==> config.mk <==
export PLATFORM = sky130hd
export DESIGN_NAME = drum_step_sequencer_flat
export DESIGN_NICKNAME = d
export VERILOG_FILES = /design/src/rtl/drum_step_sequencer_if.sv /design/src/rtl/drum_step_sequencer.sv /design/src/flat_wrapper.sv
export SDC_FILE = /design/constraint.sdc
export NUM_CORES = 1
export LEC_CHECK = 0
export ABC_AREA = 1
export CAP_MARGIN = 20
export CORE_ASPECT_RATIO = 0.8
export CORE_UTILIZATION = 53
export CTS_CLUSTER_DIAMETER = 200
export DETAILED_ROUTE_END_ITERATION = 8
export PLACE_DENSITY = 0.73
export SETUP_SLACK_MARGIN = 0.15
export SLEW_MARGIN = 25
export SYNTH_ARGS = -nofsm -noshare
export SYNTH_HDL_FRONTEND = slang
export SYNTH_SLANG_ARGS = --single-unit
export TNS_END_PERCENT = 5
==> constraint.sdc <==
create_clock -name mclk -period 2.65 [get_ports mclk]
set_clock_uncertainty 0.1 [all_clocks]
set_input_delay 0.265 -clock mclk [delete_from_list [all_inputs] [get_ports mclk]]
set_output_delay 0.265 -clock mclk [all_outputs]
set_load 0.1 [all_outputs]
==> src/rtl/drum_step_sequencer_if.sv <==
// ---------------------------------------------------------------------------
// drum_step_sequencer_if
// Control/status bundle between the PS-side control registers (master) and
// the drum step sequencer (slave).
//   run          master->slave  1 = sequencer running
//   tempo_div    master->slave  samples per step (0 behaves as 1)
//   cfg_we       master->slave  one-cycle pattern row write strobe
//   cfg_voice    master->slave  pattern row to write
//   cfg_pattern  master->slave  row data, bit s = fire at step s
//   manual_trig  master->slave  one-cycle per-voice hit requests
//   trig_out     slave->master  per-voice trigger level to the voices
//   step_idx     slave->master  current step
//   step_strobe  slave->master  one-cycle pulse on each step advance
// ---------------------------------------------------------------------------
interface drum_step_sequencer_if #(
    parameter int NUM_VOICES = 4,
    parameter int NUM_STEPS  = 16,
    parameter int TEMPO_BITS = 16
);
    localparam int VW = $clog2(NUM_VOICES);
    localparam int SW = $clog2(NUM_STEPS);

    logic                  run;
    logic [TEMPO_BITS-1:0] tempo_div;
    logic                  cfg_we;
    logic [VW-1:0]         cfg_voice;
    logic [NUM_STEPS-1:0]  cfg_pattern;
    logic [NUM_VOICES-1:0] manual_trig;
    logic [NUM_VOICES-1:0] trig_out;
    logic [SW-1:0]         step_idx;
    logic                  step_strobe;

    modport master (
        output run, tempo_div, cfg_we, cfg_voice, cfg_pattern, manual_trig,
        input  trig_out, step_idx, step_strobe
    );

    modport slave (
        input  run, tempo_div, cfg_we, cfg_voice, cfg_pattern, manual_trig,
        output trig_out, step_idx, step_strobe
    );
endinterface

==> src/rtl/drum_step_sequencer.sv <==
// ---------------------------------------------------------------------------
// drum_step_sequencer
// Pattern-driven trigger scheduler for the one-shot drum voices. Divides the
// sample rate (pblrc) into steps, fires voices whose pattern bit is set for
// the new step, and stretches each hit to TRIG_SAMPLES sample periods so the
// pblrc-clocked debouncer in each voice sees it.
// Ports:
//   mclk   master clock (256x sample rate)
//   rst    asynchronous reset, active low
//   pblrc  sample-rate LR clock, asynchronous, synchronized here
//   bus    control/status bundle (slave side), see drum_step_sequencer_if
// ---------------------------------------------------------------------------
module drum_step_sequencer #(
    parameter int NUM_VOICES   = 4,
    parameter int NUM_STEPS    = 16,
    parameter int TEMPO_BITS   = 16,
    parameter int TRIG_SAMPLES = 4
) (
    input  logic mclk,
    input  logic rst,
    input  logic pblrc,
    drum_step_sequencer_if.slave bus
);
    localparam int SW = $clog2(NUM_STEPS);
    localparam int HW = 8;

    typedef enum logic {IDLE, RUN} state_e;

    state_e                          state_q, state_d;
    logic [2:0]                      sync_q;
    logic                            tick_q;
    logic [TEMPO_BITS-1:0]           samp_cnt_q, samp_cnt_d;
    logic [SW-1:0]                   step_q, step_d;
    logic                            first_q, first_d;
    logic                            strobe_q;
    logic                            fire;
    logic [TEMPO_BITS-1:0]           limit;
    logic [NUM_VOICES-1:0]           pend_q, pend_d;
    logic [NUM_VOICES-1:0][HW-1:0]   hold_q, hold_d;
    logic [NUM_VOICES-1:0][NUM_STEPS-1:0] pattern_q;

    // Two synchronizer stages, a third stage for edge history, and a
    // registered rising-edge pulse: tick lands 3 mclk after a pblrc rise.
    always_ff @(posedge mclk or negedge rst) begin
        if (!rst) begin
            sync_q <= '0;
            tick_q <= 1'b0;
        end else begin
            sync_q <= {sync_q[1:0], pblrc};
            tick_q <= sync_q[1] & ~sync_q[2];
        end
    end

    always_comb begin
        state_d = state_q;
        case (state_q)
            IDLE:    if (bus.run)  state_d = RUN;
            RUN:     if (!bus.run) state_d = IDLE;
            default: state_d = IDLE;
        endcase
    end

    // max(tempo_div,1)-1; a >= compare keeps a mid-step tempo drop from
    // running the counter past its terminal value.
    assign limit = (bus.tempo_div == '0) ? '0 : bus.tempo_div - 1'b1;

    always_comb begin
        samp_cnt_d = samp_cnt_q;
        step_d     = step_q;
        first_d    = first_q;
        fire       = 1'b0;
        if (state_q == IDLE) begin
            samp_cnt_d = '0;
            step_d     = '0;
            first_d    = 1'b1;
        end else if (tick_q) begin
            if (first_q) begin
                fire    = 1'b1;
                first_d = 1'b0;
            end else if (samp_cnt_q >= limit) begin
                samp_cnt_d = '0;
                step_d     = (step_q == SW'(NUM_STEPS - 1)) ? '0 : step_q + 1'b1;
                fire       = 1'b1;
            end else begin
                samp_cnt_d = samp_cnt_q + 1'b1;
            end
        end
    end

    // Per-voice hold counters. A reload while still nonzero keeps the
    // trigger high without a new edge, so close hits merge by design.
    always_comb begin
        hold_d = hold_q;
        pend_d = pend_q;
        for (int v = 0; v < NUM_VOICES; v++) begin
            pend_d[v] = pend_q[v] | bus.manual_trig[v];
            if ((fire && pattern_q[v][step_d]) ||
                (tick_q && (pend_q[v] || bus.manual_trig[v]))) begin
                hold_d[v] = HW'(TRIG_SAMPLES);
            end else if (tick_q && hold_q[v] != '0) begin
                hold_d[v] = hold_q[v] - 1'b1;
            end
            if (tick_q) pend_d[v] = 1'b0;
        end
    end

    always_ff @(posedge mclk or negedge rst) begin
        if (!rst) begin
            state_q    <= IDLE;
            samp_cnt_q <= '0;
            step_q     <= '0;
            first_q    <= 1'b0;
            strobe_q   <= 1'b0;
            pend_q     <= '0;
            hold_q     <= '0;
        end else begin
            state_q    <= state_d;
            samp_cnt_q <= samp_cnt_d;
            step_q     <= step_d;
            first_q    <= first_d;
            strobe_q   <= fire;
            pend_q     <= pend_d;
            hold_q     <= hold_d;
        end
    end

    // Pattern rows are read combinationally by fire, so a write landing in
    // the same cycle as a fire is seen only from the next cycle on.
    always_ff @(posedge mclk or negedge rst) begin
        if (!rst) begin
            pattern_q <= '0;
        end else if (bus.cfg_we && int'(bus.cfg_voice) < NUM_VOICES) begin
            pattern_q[bus.cfg_voice] <= bus.cfg_pattern;
        end
    end

    always_comb begin
        for (int v = 0; v < NUM_VOICES; v++) begin
            bus.trig_out[v] = (hold_q[v] != '0);
        end
    end

    assign bus.step_idx    = step_q;
    assign bus.step_strobe = strobe_q;
endmodule

==> src/flat_wrapper.sv <==
// flat-port wrapper written by rule: the top's interface ports become plain ports
module drum_step_sequencer_flat 
#(
    parameter int NUM_VOICES   = 4,
    parameter int NUM_STEPS    = 16,
    parameter int TEMPO_BITS   = 16,
    parameter int TRIG_SAMPLES = 4
)
  (mclk, rst, pblrc, bus_run, bus_tempo_div, bus_cfg_we, bus_cfg_voice, bus_cfg_pattern, bus_manual_trig, bus_trig_out, bus_step_idx, bus_step_strobe);
  drum_step_sequencer_if #(.NUM_VOICES(NUM_VOICES), .NUM_STEPS(NUM_STEPS), .TEMPO_BITS(TEMPO_BITS)) bus_i ();
  input  logic mclk;
  input  logic rst;
  input  logic pblrc;
  input wire logic [$bits(bus_i.run)-1:0] bus_run;
  input wire logic [$bits(bus_i.tempo_div)-1:0] bus_tempo_div;
  input wire logic [$bits(bus_i.cfg_we)-1:0] bus_cfg_we;
  input wire logic [$bits(bus_i.cfg_voice)-1:0] bus_cfg_voice;
  input wire logic [$bits(bus_i.cfg_pattern)-1:0] bus_cfg_pattern;
  input wire logic [$bits(bus_i.manual_trig)-1:0] bus_manual_trig;
  output wire logic [$bits(bus_i.trig_out)-1:0] bus_trig_out;
  output wire logic [$bits(bus_i.step_idx)-1:0] bus_step_idx;
  output wire logic [$bits(bus_i.step_strobe)-1:0] bus_step_strobe;
  assign bus_i.run = bus_run;
  assign bus_i.tempo_div = bus_tempo_div;
  assign bus_i.cfg_we = bus_cfg_we;
  assign bus_i.cfg_voice = bus_cfg_voice;
  assign bus_i.cfg_pattern = bus_cfg_pattern;
  assign bus_i.manual_trig = bus_manual_trig;
  assign bus_trig_out = bus_i.trig_out;
  assign bus_step_idx = bus_i.step_idx;
  assign bus_step_strobe = bus_i.step_strobe;
  drum_step_sequencer #(.NUM_VOICES(NUM_VOICES), .NUM_STEPS(NUM_STEPS), .TEMPO_BITS(TEMPO_BITS), .TRIG_SAMPLES(TRIG_SAMPLES)) u_core (.mclk(mclk), .rst(rst), .pblrc(pblrc), .bus(bus_i));
endmodule
==> impl_metrics.toml <==
[run_status]
run_status = "finished with violations"
violations = "negative setup slack"

[global_route]
globalRoute.totalOverflow = 0
pin_count_of_the_biggest_net_entering_global_routing = 64
grtUsageTotal_pct = 28.1
grt_busiest_layer = "met2"
grt_util_met2_pct = 43.4
globalRouteMet1Util_pct = 39.3
grt_util_met3_pct = 5.45
grt_pass1_vias = 6131
antenna_violations_before_repair = 0
grt_first_pass_wirelength_mm = 29.6

[floorplanning]
core_region_area_um2 = 12800
die_height_um = 104
initial_utilization_pct = 54.2
floorplan.die_area_um2 = 13600
floorplan.die.width_um = 130
design.portCount = 52
rows = 37

[yosys]
synth_warnings = 0
synth_compound_area_share_pct = 9.12
syn-num-nets = 942
synth_simple_gate_area_share_pct = 28.5
synth_seq_area_share_pct = 45.7
dominant_combinational_cell_family_by_area_after_synthesis = "simple AND/OR/NAND/NOR gates"
synth_xor_area_share_pct = 4.66
netlist_area_um2 = 6960
synth_seq_cells = 127
synth.mux.area_fraction_pct = 0
synth.distinct_cells = 38
post_synth_inst_count = 871
postSynthAreaPerCell_um2 = 7.99
post_synth_fa_ha_maj_area_fraction_pct = 5.04

[worst_setup_path]
worstSetupStartpointType = "primary input"
reg2reg_setup_slack_ns = -0.23
cp_data_arrival_time_ns = 3.44
crit_path_end_kind = "flip-flop"
critical-path-top-delay-family = "simple AND/OR/NAND/NOR gates"
path_class = "in2reg"
critical_path.max_fanout = 6
path_common_cell = "sky130_fd_sc_hd__nand3_2"
crit_path_top_delay_cell = "sky130_fd_sc_hd__ha_4"
critical_path.n_buffers_inverters = 4
critPathRequiredTime_ns = 2.86
critical_path.max_stage_delay_ns = 0.26

[timing]
final-hold-violation-count = 0
max_clock_freq_mhz = 309
worst_slew_margin_rel_pct = 37.9
finalHoldWorstSlack_ns = 0.193
timing.final.max_slew_violations = 0
fin_ws_ns = -0.589
fin_crit_ns = 3.24
rsz0062_at_grt = "true"
tcrit_tclk_final_pct = 122
setup_viol = 36
worst_slew_pin_slew_ns = 0.932

[clocking]
insertion_delay_ns = 0.42
cts_max_level = 4
tritoncts = "built"
cts_max_path_buffers = 2
clock-sinks = 127
numCtsBuffers = 17
clk_transition_reported_paths_ns = 0.06
root_buffer_cell = "sky130_fd_sc_hd__clkbuf_16"

[place]
gp_congestion = 0.855
dpl_hpwl_mm = 11.6
dpl_cell_area_um2 = 8210
portBuffers = 51

[power_and_ir_drop]
power_per_cell_area_nw_per_um2 = 685
p_sw_mw = 2.26
worst_ir_drop_on_vdd_mv = 0.644
power.internal_mw = 4.44
power.leakage_nw = 4.60
p_sw_share_pct = 33.7
clockPowerShare_pct = 35.6
sequential_fraction_of_design_power_pct = 38.8
power.combinational.fraction_pct = 25.6

[detailed_routing]
first_drt_iteration_drcs = 613
route.antenna.remaining_nets = 0
via_per_inst = 5.52
detailedRoute.firstPassIterationCount = 7
remaining_drc_errors = 0
routed_wl_mm = 19.7
via_count = 6673
avgRoutedWirePerCell_um = 16.3

[finish]
syn_to_final_growth_pct = 40.6
sequential_cell_area_um2 = 3180
filler_cell_count = 829
drive_above_1_share_pct = 29.7
multi_input_comb_area_um2 = 4020
finalInstanceArea_um2 = 9780
fin_nets = 1092
n_antenna_cell = 0

[job]
max_cap_violations = 0

[min_path]
hold_path.class = "in2reg"
## worst paths after layout
check | from | endpoint | depth (start not counted)
max in group asynchronous | rst | u_core.pattern_q[38] | 3
max reg2reg | u_core.samp_cnt_q[1] | u_core.hold_q[26] | 22
min | pblrc | u_core.sync_q[0] | 1
min in group asynchronous | rst | u_core.hold_q[5] | 2
min reg2reg | u_core.sync_q[0] | u_core.sync_q[1] | 0
max | bus_tempo_div[1] | u_core.hold_q[26] | 29
## cells in the mapped netlist
cell type                  number  area share [%]
sky130_fd_sc_hd__o211ai_1       1            0.11
sky130_fd_sc_hd__nor4_1         5            0.45
sky130_fd_sc_hd__nor2_1        79             4.3
sky130_fd_sc_hd__nand2_4        4            0.65
sky130_fd_sc_hd__buf_2          4            0.29
sky130_fd_sc_hd__a21oi_2        5            0.63
sky130_fd_sc_hd__a21oi_4        1            0.23
sky130_fd_sc_hd__a21boi_0       1            0.11
sky130_fd_sc_hd__o32ai_1        3            0.38
sky130_fd_sc_hd__or2_2          2            0.18
sky130_fd_sc_hd__nand2_1      207              11
sky130_fd_sc_hd__nand3_4        1            0.25
sky130_fd_sc_hd__inv_2          2            0.11
sky130_fd_sc_hd__ha_1          28             5.0
sky130_fd_sc_hd__buf_1          1           0.054
sky130_fd_sc_hd__nand4_1       21             1.9
sky130_fd_sc_hd__a21oi_1       11            0.79
sky130_fd_sc_hd__buf_4          2            0.22
sky130_fd_sc_hd__o21ai_1        3            0.22
sky130_fd_sc_hd__o21ai_0       81             5.8
sky130_fd_sc_hd__o22ai_1        7            0.63
sky130_fd_sc_hd__clkbuf_1      16            0.86
sky130_fd_sc_hd__buf_6          4            0.65
sky130_fd_sc_hd__clkinv_2       1           0.072
sky130_fd_sc_hd__a31oi_1        1           0.090
sky130_fd_sc_hd__nor3_1        10            0.72
sky130_fd_sc_hd__inv_4          2            0.18
sky130_fd_sc_hd__xor2_1        22             2.8
sky130_fd_sc_hd__and2_1         2            0.18
sky130_fd_sc_hd__inv_1         84             4.5
sky130_fd_sc_hd__a22oi_1        1            0.11
sky130_fd_sc_hd__nand3_1      104             7.5
sky130_fd_sc_hd__nand2_2        7            0.63
sky130_fd_sc_hd__nand3_2        2            0.29
sky130_fd_sc_hd__or3_1          2            0.18
sky130_fd_sc_hd__dfrtp_1      127              46
sky130_fd_sc_hd__xnor2_1       15             1.9
sky130_fd_sc_hd__nand3b_1       2            0.22
## layout make-up
| type | instances | area share (%) |
|---|---|---|
| multi-input combinational | 632 | 41.1 |
| sequential | 127 | 32.5 |
| timing repair buffer | 154 | 14.2 |
| clock buffer | 21 | 4.91 |
| inverter | 89 | 3.67 |
| tap | 175 | 2.24 |
| clock inverter | 11 | 1.33 |
## stage by stage
stage | util, % | power (mW) | worst slack, ns | setup TNS (ns) | std cells
after floorplan | - | 3.68 | -0.517 | -16.05 | 871
after global placement | 64.0 | 4.11 | -1.29 | -53.66 | 1148
after detailed placement | 64.0 | 4.15 | -1.38 | -56.91 | 1148
after CTS | 72.7 | 6.58 | -0.560 | -16.76 | 1198
after global routing | 76.3 | 7.03 | -0.761 | -24.29 | 1209
final | 76.3 | 6.70 | -0.589 | -17.71 | 1209
## power groups by stage
stage                     combinational (mW)  sequential, mW  clock [mW]
after global placement                  1.51            2.59           0
after CTS                               1.61            2.57        2.40
after detailed placement                1.56            2.59           0
final                                   1.71            2.60        2.39
after global routing                    1.90            2.63        2.49
after floorplan                         1.17            2.52           0
## cell families after synthesis
family | count (synthesis)
buf+inv | 116
flops | 127
fa+ha+maj | 28
simple gates | 448
xor+xnor | 37
compound gates | 115
## layout by cell type, fill, tap and decap left out, types with 18 or more instances in the layout
master,instances
sky130_fd_sc_hd__xor2_1,22
sky130_fd_sc_hd__buf_4,94
sky130_fd_sc_hd__nor2_2,18
sky130_fd_sc_hd__ha_1,22
sky130_fd_sc_hd__o21ai_0,75
sky130_fd_sc_hd__clkdlybuf4s50_1,25
sky130_fd_sc_hd__nand2_1,189
sky130_fd_sc_hd__nand4_1,21
sky130_fd_sc_hd__nor2_1,57
sky130_fd_sc_hd__dfrtp_1,127
sky130_fd_sc_hd__nand3_1,57
sky130_fd_sc_hd__inv_1,74
sky130_fd_sc_hd__clkbuf_16,18
sky130_fd_sc_hd__nand3_2,41
## per-layer routing
metal | up-vias | routed length [um] | share of wire, %
li1 | 3180 | - | -
met1 | 3159 | 8690 | 44
met2 | 280 | 9230 | 47
met3 | 54 | 1210 | 6.2
met4 | 0 | 568 | 2.9
met5 | - | 0 | 0
## flip-flops by register name (all words and copies together), names as in the netlist, 3 cells and up
register / flops
u_core.hold_q: 32
u_core.pattern_q: 64
u_core.sync_q: 3
u_core.pend_q: 4
u_core.samp_cnt_q: 16
u_core.bus.step_idx: 4
## repair_timing
action | 4_1_cts | 5_1_grt
buffers inserted | 12 | 9
gates cloned | 5 | 2
setup endpoints to repair | 53 | 53
gates resized for setup | 91 | 123
pin swaps | 42 | 65
hold endpoints to repair | 44 | 0
hold buffers | 1 | 0
(Power assumes the default switching activity.)
